**config.mk**
```make
export PLATFORM = sky130hd
export DESIGN_NAME = axi_read_arbiter
export DESIGN_NICKNAME = d
export VERILOG_FILES = /design/src/rtl/axi_read_arbiter_pkg.sv /design/src/rtl/axi_read_arbiter_rr_arbiter.sv /design/src/rtl/axi_read_arbiter.sv
export SDC_FILE = /design/constraint.sdc
export NUM_CORES = 1
export LEC_CHECK = 0
export CORE_MARGIN = 8
export CORE_UTILIZATION = 31
export DETAILED_ROUTE_END_ITERATION = 7
export GPL_TIMING_DRIVEN = 0
export PLACE_DENSITY = 0.86
export SLEW_MARGIN = 0
export SYNTH_ARGS = -nofsm -noshare
export SYNTH_HDL_FRONTEND = slang
export SYNTH_SLANG_ARGS = --single-unit
```
**constraint.sdc**
```tcl
create_clock -name clk -period 3.95 [get_ports clk]
set_clock_uncertainty 0.2 [all_clocks]
set_input_delay 0.5925 -clock clk [delete_from_list [all_inputs] [get_ports clk]]
set_output_delay 0.5925 -clock clk [all_outputs]
set_load 0.01 [all_outputs]
```
**src/rtl/axi_read_arbiter_pkg.sv**
```systemverilog
// rtl/axi_read_arbiter_pkg.sv - shared constants for the AXI read arbiter
package axi_read_arbiter_pkg;

  localparam int ArbFixed = 0;
  localparam int ArbRR    = 1;

  localparam logic       RstEnable      = 1'b0;
  localparam logic [1:0] AxiRespOkay    = 2'b00;
  localparam logic [1:0] AxiBurstIncr   = 2'b01;
  localparam logic [2:0] AxiProtDefault = 3'b001;

  // Index width that stays legal for a single-entry vector.
  function automatic int idx_w(input int n);
    return (n > 1) ? $clog2(n) : 1;
  endfunction

endpackage

```
**src/rtl/axi_read_arbiter_rr_arbiter.sv**
```systemverilog
// rtl/axi_read_arbiter_rr_arbiter.sv - one-hot grant, fixed priority or round-robin
module rr_arbiter
  import axi_read_arbiter_pkg::*;
#(
  parameter int N  = 2,
  parameter bit RR = 1'b0
) (
  input  logic         clk,
  input  logic         reset,
  input  logic [N-1:0] req,
  input  logic         update,
  output logic [N-1:0] grant
);

  localparam int            IW       = idx_w(N);
  localparam logic [IW-1:0] LastInit = IW'(N - 1);

  logic [IW-1:0] last_q;
  logic [IW-1:0] last_d;
  logic [IW-1:0] grant_idx;
  logic [IW-1:0] pick;
  logic          found;
  int            idx;

  // Round-robin search starts just past the last accepted port and wraps.
  always_comb begin
    grant     = '0;
    grant_idx = '0;
    found     = 1'b0;
    idx       = 0;
    pick      = '0;
    for (int k = 0; k < N; k++) begin
      idx  = RR ? (int'(last_q) + 1 + k) % N : k;
      pick = idx[IW-1:0];
      if (!found && req[pick]) begin
        found       = 1'b1;
        grant[pick] = 1'b1;
        grant_idx   = pick;
      end
    end
    last_d = (update && found) ? grant_idx : last_q;
  end

  always_ff @(posedge clk) begin
    if (reset == RstEnable) begin
      last_q <= LastInit;
    end else begin
      last_q <= last_d;
    end
  end

endmodule

```
**src/rtl/axi_read_arbiter.sv**
```systemverilog
// rtl/axi_read_arbiter.sv - multiplexes N read requesters onto one AXI3 AR/R pair
module axi_read_arbiter
  import axi_read_arbiter_pkg::*;
#(
  parameter int N_PORTS = 2,
  parameter int ADDR_W  = 32,
  parameter int DATA_W  = 32,
  parameter int ARB_RR  = ArbFixed
) (
  input  logic                      clk,
  input  logic                      reset,
  input  logic [N_PORTS-1:0]        req_valid,
  input  logic [N_PORTS*ADDR_W-1:0] req_addr,
  output logic [N_PORTS-1:0]        req_ready,
  output logic [N_PORTS-1:0]        resp_valid,
  output logic [DATA_W-1:0]         resp_data,
  output logic                      resp_err,
  input  logic [N_PORTS-1:0]        resp_ready,
  output logic [3:0]                arid,
  output logic [ADDR_W-1:0]         araddr,
  output logic [3:0]                arlen,
  output logic [2:0]                arsize,
  output logic [1:0]                arburst,
  output logic [1:0]                arlock,
  output logic [3:0]                arcache,
  output logic [2:0]                arprot,
  output logic                      arvalid,
  input  logic                      arready,
  input  logic [3:0]                rid,
  input  logic [DATA_W-1:0]         rdata,
  input  logic [1:0]                rresp,
  input  logic                      rlast,
  input  logic                      rvalid,
  output logic                      rready
);

  logic [N_PORTS-1:0] busy_q, busy_d;
  logic [N_PORTS-1:0] eligible, grant, accept, r_done;
  logic               arvalid_q, arvalid_d;
  logic [ADDR_W-1:0]  araddr_q, araddr_d;
  logic [3:0]         arid_q, arid_d;
  logic               slot_free;

  assign eligible  = req_valid & ~busy_q;
  assign slot_free = !arvalid_q || arready;
  assign accept    = slot_free ? grant : '0;
  assign req_ready = accept;

  rr_arbiter #(
    .N  (N_PORTS),
    .RR (ARB_RR == ArbRR)
  ) u_arb (
    .clk    (clk),
    .reset  (reset),
    .req    (eligible),
    .update (|accept),
    .grant  (grant)
  );

  // Unmatched rid leaves rready at 1 so stray beats drain without a port.
  always_comb begin
    resp_valid = '0;
    rready     = 1'b1;
    r_done     = '0;
    for (int i = 0; i < N_PORTS; i++) begin
      if (rid == 4'(i)) begin
        resp_valid[i] = rvalid;
        rready        = resp_ready[i];
        r_done[i]     = rvalid && resp_ready[i] && rlast;
      end
    end
  end

  always_comb begin
    araddr_d  = araddr_q;
    arid_d    = arid_q;
    arvalid_d = arvalid_q && !arready;
    for (int i = 0; i < N_PORTS; i++) begin
      if (accept[i]) begin
        araddr_d  = req_addr[i*ADDR_W +: ADDR_W];
        arid_d    = 4'(i);
        arvalid_d = 1'b1;
      end
    end
    busy_d = (busy_q & ~r_done) | accept;
  end

  always_ff @(posedge clk) begin
    if (reset == RstEnable) begin
      arvalid_q <= 1'b0;
      araddr_q  <= '0;
      arid_q    <= '0;
      busy_q    <= '0;
    end else begin
      arvalid_q <= arvalid_d;
      araddr_q  <= araddr_d;
      arid_q    <= arid_d;
      busy_q    <= busy_d;
    end
  end

  assign arvalid   = arvalid_q;
  assign araddr    = araddr_q;
  assign arid      = arid_q;
  assign arlen     = 4'd0;
  assign arsize    = 3'($clog2(DATA_W / 8));
  assign arburst   = AxiBurstIncr;
  assign arlock    = 2'b00;
  assign arcache   = 4'b0000;
  assign arprot    = AxiProtDefault;
  assign resp_data = rdata;
  assign resp_err  = rresp != AxiRespOkay;

endmodule

```
# --- Word level (Yosys, flattened, before mapping) ---
# Index checks and enable logic that the tools add are counted.
totals:
  reg_bits: 36
  output_inout_bits: 93
  inputBits: 111
  word_cells: 38
classes:
  n_eq_ne: 1
  reduce_logical: 13
  n_bitwise: 5
  n_mux: 15
ops:
  columns: ["cell", "n"]
  rows:
  - ["32-bit two-way mux", 2]
  - ["1-bit two-way mux", 12]
  - ["1-bit logical AND", 6]
  - ["2-bit AND", 2]
  - ["4-bit by 1-bit == test with 1-bit output (second input constant)", 1]
  - ["4-bit logical NOT", 1]
  - ["2-bit inverter", 2]
  - ["2-bit nonzero test", 2]
  - ["1-bit logical NOT", 3]
  - ["2-bit two-way mux", 1]
  - ["2-bit bitwise OR", 1]
  - ["1-bit logical OR", 1]

# --- Depth between registers and ports, before layout ---
# Gate-level depths: netlist (run 1).
depth:
  word_depth: 9
  depth_mapped: 6
  mapped_depth_nobuf: 4

# --- Cells and area by module ---
# Synthesis (run 1) repeated with hierarchy kept, for this count alone.
hier_totals:
  cells_unflattened: 266
  area_unflattened_um2: 2454.9
by_module_without_submodules:
  columns: ["module", "area_per_inst_um2", "seq_area_each_um2", "cells_each", "instances"]
  rows:
  - ["axi_read_arbiter", 2433.6, 720.7, 264, 1]
  - ["rr_arbiter", 21.3, 0.0, 2, 1]

# --- Least setup slack after synthesis (run 1) ---
# OpenSTA, ideal clock, no wires.
synth_timing:
  path_kind: "input -> output"
  startpoint: "in rid[3]"
  endpoint: "out resp_valid[0]"
  arrival_ps: 1329
  cell_stages: 2
  setup_slack_ps: 1828
  n_path_buf: 0
  required_ps: 3157
  cell_sequence: "or3b_2 -> nor3_1"
synth_between:
  elab_chain_len: 2
synth_lines:
  columns: ["element", "line", "text"]
  rows:
  - ["from (decl)", "axi_read_arbiter.sv:29", "input logic [3:0] rid,"]
  - ["4-bit logical NOT", "axi_read_arbiter.sv:66", "if (rid == 4'(i)) begin"]
  - ["1-bit two-way mux", "axi_read_arbiter.sv:66", null]
  - ["to (decl)", "axi_read_arbiter.sv:15", "output logic [N_PORTS-1:0] resp_valid,"]
# Every way passes these cells.

# --- Worst setup path after layout (run 1) ---
layout_timing:
  startpoint: "in req_valid[1]"
  endpoint: "out req_ready[1]"
layout_between:
  elab_chain_len: 4
layout_lines:
  columns: ["element", "line", "text"]
  rows:
  - ["from (decl)", "axi_read_arbiter.sv:12", "input logic [N_PORTS-1:0] req_valid,"]
  - ["2-bit AND", "axi_read_arbiter.sv:44", "assign eligible = req_valid & ~busy_q;"]
  - ["1-bit logical AND", "axi_read_arbiter_rr_arbiter.sv:35", "if (!found && req[pick]) begin"]
  - ["1-bit two-way mux", null, null]
  - ["2-bit two-way mux", "axi_read_arbiter.sv:46", "assign accept = slot_free ? grant : '0;"]
  - ["to (decl)", "axi_read_arbiter.sv:14", "output logic [N_PORTS-1:0] req_ready,"]
# Every way passes these cells.

==> metrics.md, run 1 <==
| Metric | Value |
|---|---|
| Clock Sink Count | `36` |
| Synth Instances | `225` |
| Synth Register Bits | `36` |
| Warnings, synthesis | `0` |
| Cts hold-fix bufs | `0` |
| Worst EP required | `3.16 ns` |
| Synth area leaders | `dfxtp_1 (37%), buf_4 (21%), a22oi_1 (12%), a21boi_1 (12%), nand2_1 (6.3%)` |
| Most frequent cells after synthesis | `buf_4 (54), dfxtp_1 (36), nand2_1 (33)` |
| VDD IR max | `roughly 0.00022 V` |
| Crit Path Class | `primary input to output pin` |
| Clk_lat worst skew | `approximately 0.28 ns` |
| WL/cell | `16.8 um` |
| End of the critical path | `req_ready[1]` |
| Vias in the first global route | `2252` |
| Nature of the critical path startpoint | `primary input` |
| PortBufs | `150` |
| H-tree levels | `2` |
| Number of core rows | `29` |
| Ratio of cells with drive above 1 in the final layout | `18.9%` |
| Dominant synthesized flop cell | `dfxtp_1` |
| # placed instances | `471` |
| Synthesis-to-finish area growth | `90.5%` |
| Finished Layout Cells | `479` |
| Fin. max-slew vios | `0` |
| Number of antenna-violating nets in the routed design | `0` |
| R2R depth | `5` |
| Met3 Wirelength | `1.14 mm` |
| Top-count cell post-synth | `buf_4` |
| Initial antenna violation count | `0` |
| Die ar. | `9150 um^2` |
| WP data arrival | `2.46 ns` |
| Leak Pwr | `1.54 nW` |
| MaxCap Viol Count | `0` |
| Vias/cell | `around 4.5` |
| Root Buffer | `clkbuf_8` |
| CTS Buffer Depth | `2` |
| GR Util All Layers | `16.2%` |
| Yosys top cell area share | `between 30% and 40%` |
| Post-synth cell types | `27` |
| Total chip power | `roughly 0.0011 W` |
| FF-to-FF setup slack | `2.31 ns` |
| Final min period | `3.26 ns` |
| Routed WL | `8.06 mm` |
| Unrepaired setup endpoints after global routing | `false` |
| Starting DRT DRC Count | `45` |
| N_diodes | `0` |
| Post-CTS Setup Bufs | `0` |
| Crit path launch | `req_valid[1]` |
| Setup tns final | `0 ns` |
| Width of the die | `95.7 um` |
| Largest net degree at the start of global routing | `13` |
| Initial Utilization | `31.5%` |
| Final Hold Fails | `0` |
| Post-synth EDFFs | `0` |
| Reg2reg start | `arvalid` |
| Die Span Y | `95.7 um` |
| Hpwl dp | `about 6.7 mm` |
| Grt ovf | `0` |
| First-pass GRT wire length | `11.6 mm` |
| Post-CTS Resized | `0` |
| Met2 WL | `4.08 mm` |
| Synth area leader | `dfxtp_1` |
| Outcome | `completed` |
| # DRC | `0` |
| Fmax | `307 MHz` |
| Fin Hold WS | `0.284 ns` |
| Synth Area per Inst | `8.75 um^2` |
| Final Util | `between 60% and 70%` |
| Io pins | `slightly above 200` |
| Via count | `2154` |
| Metal-1 WL | `2.83 mm` |
| CTS buffer count | `5` |
| Post-Syn Area | `1970 um^2` |
| Worst Hold Class | `register to register` |
| Drt first pass iters | `4` |
| Reg-to-reg endpoint | `araddr[27]` |
| Clk slew on worst S/H paths | `about 0.08 ns` |
| Setup violations, final | `0` |
| Fillers | `557` |
| Sequential share of the synthesized area | `36.6%` |
| Routability congestion estimate | `between 0.7 and 0.8` |
| Post-synth ARST share | `0%` |
| Worst Path Max Fanout | `10` |
| CTS tree | `done` |
| Uppermost routed layer | `met4` |
| Worst setup EP type | `output pin` |
| Fin crit share | `82.4%` |
| Power Density | `298 nW/um^2` |
| Final net count | `512` |
| Area of the multi-input gates | `around 850 um^2` |
| Core ar. | `6240 um^2` |
| Flip-flop and latch area | `721 um^2` |
[state kept, by name (all words and copies together), names as in the netlist]
signal and flops:
busy_q 2, arvalid 1, araddr 32, arid 1
[critical path: stages]
cell,delay [ns]
clkdlybuf4s50_1,0.45
nor2b_2,0.16
nor3b_4,0.37
buf_2,0.31
clkdlybuf4s50_1,0.58
[cell families (layout without fill, tap and decap cells)]
logic type | count (synthesis) | in the layout | synth area share, %
AO/OA/AOI/OAI | 71 | 71 | 26.7
buffers and inverters | 67 | 225 | 23.6
flip-flops | 36 | 36 | 36.6
multiplexers | 1 | 1 | 0.509
other | 2 | 21 | 0.382
AND/OR/NAND/NOR | 48 | 48 | 12.1
[through the flow]
| step | setup WS, ns | cell area (um^2) |
|---|---|---|
| 2_1_floorplan | 1.83 | 2040 |
| 3_3_place_gp | 0.675 | 3640 |
| 3_5_place_dp | 0.675 | 3640 |
| 4_1_cts | 0.663 | 3750 |
| 5_1_grt | 0.561 | 3750 |
| 6_report | 0.695 | 3750 |
[layout make-up]
cell class / instances / share of cell area [%]
Multi-Input combinational cell: 141 / 22.8
Tap cell: 77 / 2.57
Clock inverter: 3 / 1.13
Inverter: 1 / 0.100
Sequential cell: 36 / 19.2
Clock buffer: 5 / 1.84
Timing Repair Buffer: 150 / 40.1
Buffer: 66 / 12.3
[where the power goes]
| part | total (W) | leakage (nW) | switching [W] | internal (W) |
|---|---|---|---|---|
| clock | 0.000326 | 0.0541 | 0.000139 | 0.000187 |
| combinational | 0.000378 | 1.18 | 0.000145 | 0.000233 |
| sequential | 0.000413 | 0.297 | 0.0000174 | 0.000396 |
| total | 0.00112 | 1.54 | 0.000301 | 0.000816 |
[worst min-delay path by stage]
stage	startpoint	end	slack (ns)	cells past startpoint
2_1_floorplan	arid[0]	arid[0]	0.29	2
3_3_place_gp	arid[0]	arid[0]	0.26	2
3_5_place_dp	arid[0]	arid[0]	0.28	2
4_1_cts	arid[0]	arid[0]	0.29	2
5_1_grt	arid[0]	arid[0]	0.31	2
6_report	arid[0]	arid[0]	0.28	2
[placed cells by master (no fill, tap or decap)]
master / n
or2_2: 1
bufinv_16: 1
a21boi_1: 31
dfxtp_1: 36
mux2i_1: 1
a41oi_1: 1
nor2b_2: 1
buf_4: 54
a21oi_1: 1
a22oi_1: 32
nor3b_1: 1
nor2b_1: 1
o31a_1: 1
buf_2: 9
nor2b_4: 1
or3b_2: 1
and2_1: 3
nor3b_4: 1
clkbuf_1: 3
o21ai_1: 1
clkinv_2: 1
clkdlybuf4s50_1: 150
conb_1: 21
nand2b_1: 2
clkinvlp_4: 1
o21ai_0: 2
nor2_1: 1
a21boi_0: 2
nor3_1: 2
clkbuf_8: 5
nand2_1: 33
inv_1: 1
[per-layer routing]
metal	vias up	global-route usage, %
met2	119	29.7
met5	-	0
met4	0	2.69
met3	2	8.58
li1	1052	-
met1	981	16.0
No activity file was read; power rests on OpenSTA's default activity.
==> inputs of run 2 (changes only) <==
--- a/config.mk
+++ b/config.mk
@@ -6,10 +6,10 @@
 export NUM_CORES = 1
 export LEC_CHECK = 0
 export CORE_MARGIN = 8
-export CORE_UTILIZATION = 31
+export CORE_UTILIZATION = 29
 export DETAILED_ROUTE_END_ITERATION = 7
 export GPL_TIMING_DRIVEN = 0
-export PLACE_DENSITY = 0.86
+export PLACE_DENSITY = 0.81
 export SLEW_MARGIN = 0
 export SYNTH_ARGS = -nofsm -noshare
 export SYNTH_HDL_FRONTEND = slang
==> constraint.sdc (replaced) <==
create_clock -name clk -period 3.1 [get_ports clk]
set_clock_uncertainty 0.2 [all_clocks]
set_input_delay 0.465 -clock clk [delete_from_list [all_inputs] [get_ports clk]]
set_output_delay 0.465 -clock clk [all_outputs]
set_load 0.01 [all_outputs]
==> run 2 against run 1 <==
Die area increased by 5.7%; total power increased by 21%; first-iteration DRC count increased by 11%; cell area increased by 0.20%; clock power increased by 5%; combinational power increased by 29%; cell count increased by 1.3%; register-to-register slack got worse by 0.92 ns; critical path type unchanged; largest power group unchanged; highest routed layer unchanged.
==> metrics.md, run 2 (synthesis results as in run 1) <==
| Metric | Value |
|---|---|
| Final Hold Fails | `0 (unchanged)` |
| Routability congestion estimate | `0.747 (-2.6%)` |
| Worst Path Max Fanout | `10 (unchanged)` |
| Leak Pwr | `1.55 nW (+0.81%)` |
| Vias/cell | `4.48 (-0.41%)` |
| Width of the die | `98.4 um (+2.8%)` |
| WL/cell | `16.0 um (-5.2%)` |
| Fillers | `615 (+10%)` |
| CTS buffer count | `5 (unchanged)` |
| Placement Cell Area | `3640 um^2 (+0.10%)` |
| WP data arrival | `2.27 ns (-0.19 ns)` |
| GR Util All Layers | `15.1% (-1.2 points)` |
| Clock Sink Count | `36 (unchanged)` |
| Final Util | `56.2% (-3.8 points)` |
| Number of core rows | `30 (+3.4%)` |
| Clk_lat worst skew | `0.27 ns (about the same)` |
| H-tree levels | `2 (unchanged)` |
| Unrepaired setup endpoints after global routing | `false` |
| Routed WL | `7.74 mm (-4.0%)` |
| Outcome | `completed` |
| Worst Hold Class | `register to register` |
| MaxCap Viol Count | `0 (unchanged)` |
| Initial antenna violation count | `0 (unchanged)` |
| Fmax | `approximately 340 MHz` |
| GR Util met1 | `14.9% (-1.2 points)` |
| Max reg flops | `32 (unchanged)` |
| VDD IR max | `0.000183 V (-16%)` |
| Setup tns final | `0 ns (unchanged)` |
| Ratio of cells with drive above 1 in the final layout | `19.5% (+0.60 points)` |
| N_diodes | `0 (unchanged)` |
| Core ar. | `6680 um^2 (+7.1%)` |
| Grt ovf | `0 (unchanged)` |
| Vias in the first global route | `2267 (+0.67%)` |
| PortBufs | `150 (unchanged)` |
| # DRC | `0 (unchanged)` |
| M3 GR Usage | `6.47% (-2.1 points)` |
| Fin area | `3760 um^2 (+0.20%)` |
| Worst EP required | `2.43 ns (-0.73 ns)` |
| Hold path depth | `2 (unchanged)` |
| Clk slew on worst S/H paths | `0.07 ns (about the same)` |
| Hpwl dp | `6.48 mm (-3.6%)` |
| Reg2reg start | `busy_q[0]` |
| Largest net degree at the start of global routing | `12 (-1)` |
| Via count | `2172 (+0.84%)` |
| Crit Path Class | `primary input to output pin` |
| GR Util met2 | `28.2% (-1.5 points)` |
| Power Density | `361 nW/um^2 (+21%)` |
| FF-to-FF setup slack | `1.39 ns (-0.92 ns)` |
| Fin crit share | `94.6%` |
| Fin. max-slew vios | `0 (unchanged)` |
| Final min period | `~3 ns` |
| Nature of the critical path startpoint | `primary input` |
| R2R depth | `5 (unchanged)` |
| Initial Utilization | `29.5% (-2.1 points)` |
| Io pins | `204 (unchanged)` |
| Commonest non-fill, non-tap cells in the layout | `clkdlybuf4s50_1 (150), buf_4 (57), dfxtp_1 (36), nand2_1 (33), a22oi_1 (32)` |
| Cts hold-fix bufs | `0 (unchanged)` |
| Root Buffer | `clkbuf_8` |
| Synthesis-to-finish area growth | `90.8%` |
| Drt first pass iters | `5 (+1)` |
| Die Span Y | `98.4 um (+2.8%)` |
| Die ar. | `9680 um^2 (+5.7%)` |
| CTS tree | `done` |
| Setup violations, final | `0 (unchanged)` |
| Worst hold path startpoint | `arid[0]` |
| First-pass GRT wire length | `11.7 mm (+1.2%)` |
| Gr busiest metal | `met2` |
| Worst setup EP type | `output pin` |
| Starting DRT DRC Count | `50 (+11%)` |
| Number of antenna-violating nets in the routed design | `0 (unchanged)` |
| Total chip power | `0.00136 W (+21%)` |
| Flip-flop and latch area | `721 um^2 (unchanged)` |
| Final net count | `515 (+0.59%)` |
| Worst hold endpoint | `arid[0]` |
| Leading cell type in the layout, fill and taps excluded | `clkdlybuf4s50_1` |
| Reg-to-reg endpoint | `araddr[17]` |
| CTS Buffer Depth | `2 (unchanged)` |
| Area of the multi-input gates | `853 um^2 (unchanged)` |
run 2: cell types whose count changed in the layout (fill, tap and decap cells not counted), sizes merged:
cell / change
clkinvlp: -1
clkinv: +1
bufinv: -1
buf: +3
clkbuf: +1
run 2: cell type report:
cell class	instances	share of cell area [%]
Buffer	66	12.3
Multi-Input combinational cell	141	22.7
Tap cell	80	2.66
Clock inverter	2	0.266
Sequential cell	36	19.2
Timing Repair Buffer	153	40.6
Clock buffer	6	2.20
Inverter	1	0.0999
run 2: through the flow:
stage          std cells  hold WS [ns]  setup slack, ns
2_1_floorplan        244         0.292             1.23
3_3_place_gp         474         0.255            0.110
3_5_place_dp         474         0.258           0.0836
4_1_cts              482         0.270           0.0796
5_1_grt              485         0.308           0.0216
6_report             485         0.267            0.167
run 2: power breakdown:
part / switching [W] / internal (W) / total (W) / leakage [nW]
clock: 0.000166 / 0.000177 / 0.000343 / 0.0510
combinational: 0.000185 / 0.000301 / 0.000486 / 1.20
sequential: 0.0000216 / 0.000504 / 0.000526 / 0.297
run 2: how the worst max path moves through the flow:
| stage | start | end | slack [ns] | cells after the start |
|---|---|---|---|---|
| 6_report | req_valid[1] | req_ready[1] | 0.17 | 5 |
| 5_1_grt | req_valid[1] | req_ready[1] | 0.02 | 5 |
| 4_1_cts | req_valid[1] | req_ready[1] | 0.08 | 5 |
| 3_5_place_dp | req_valid[1] | req_ready[1] | 0.08 | 5 |
| 3_3_place_gp | req_valid[1] | req_ready[1] | 0.11 | 5 |
| 2_1_floorplan | rid[3] | resp_valid[0] | 1.23 | 2 |
run 2: worst max-delay path, cell delays in order:
cell,delay [ns]
clkdlybuf4s50_1,0.45
nor2b_2,0.16
nor3b_4,0.33
buf_2,0.29
clkdlybuf4s50_1,0.57
run 2: repair_timing:
| action | 4_1_cts | 5_1_grt |
|---|---|---|
| gates resized for setup | 0 | 0 |
| hold endpoints to repair | 0 | 0 |
| setup buffers | 0 | 3 |
| endpoints found under the setup margin | 0 | 1 |
run 2: layer usage:
layer,wire (um),vias up
met3,775,9
li1,-,1062
met1,2900,984
met5,0,-
met4,85,0
met2,3990,117
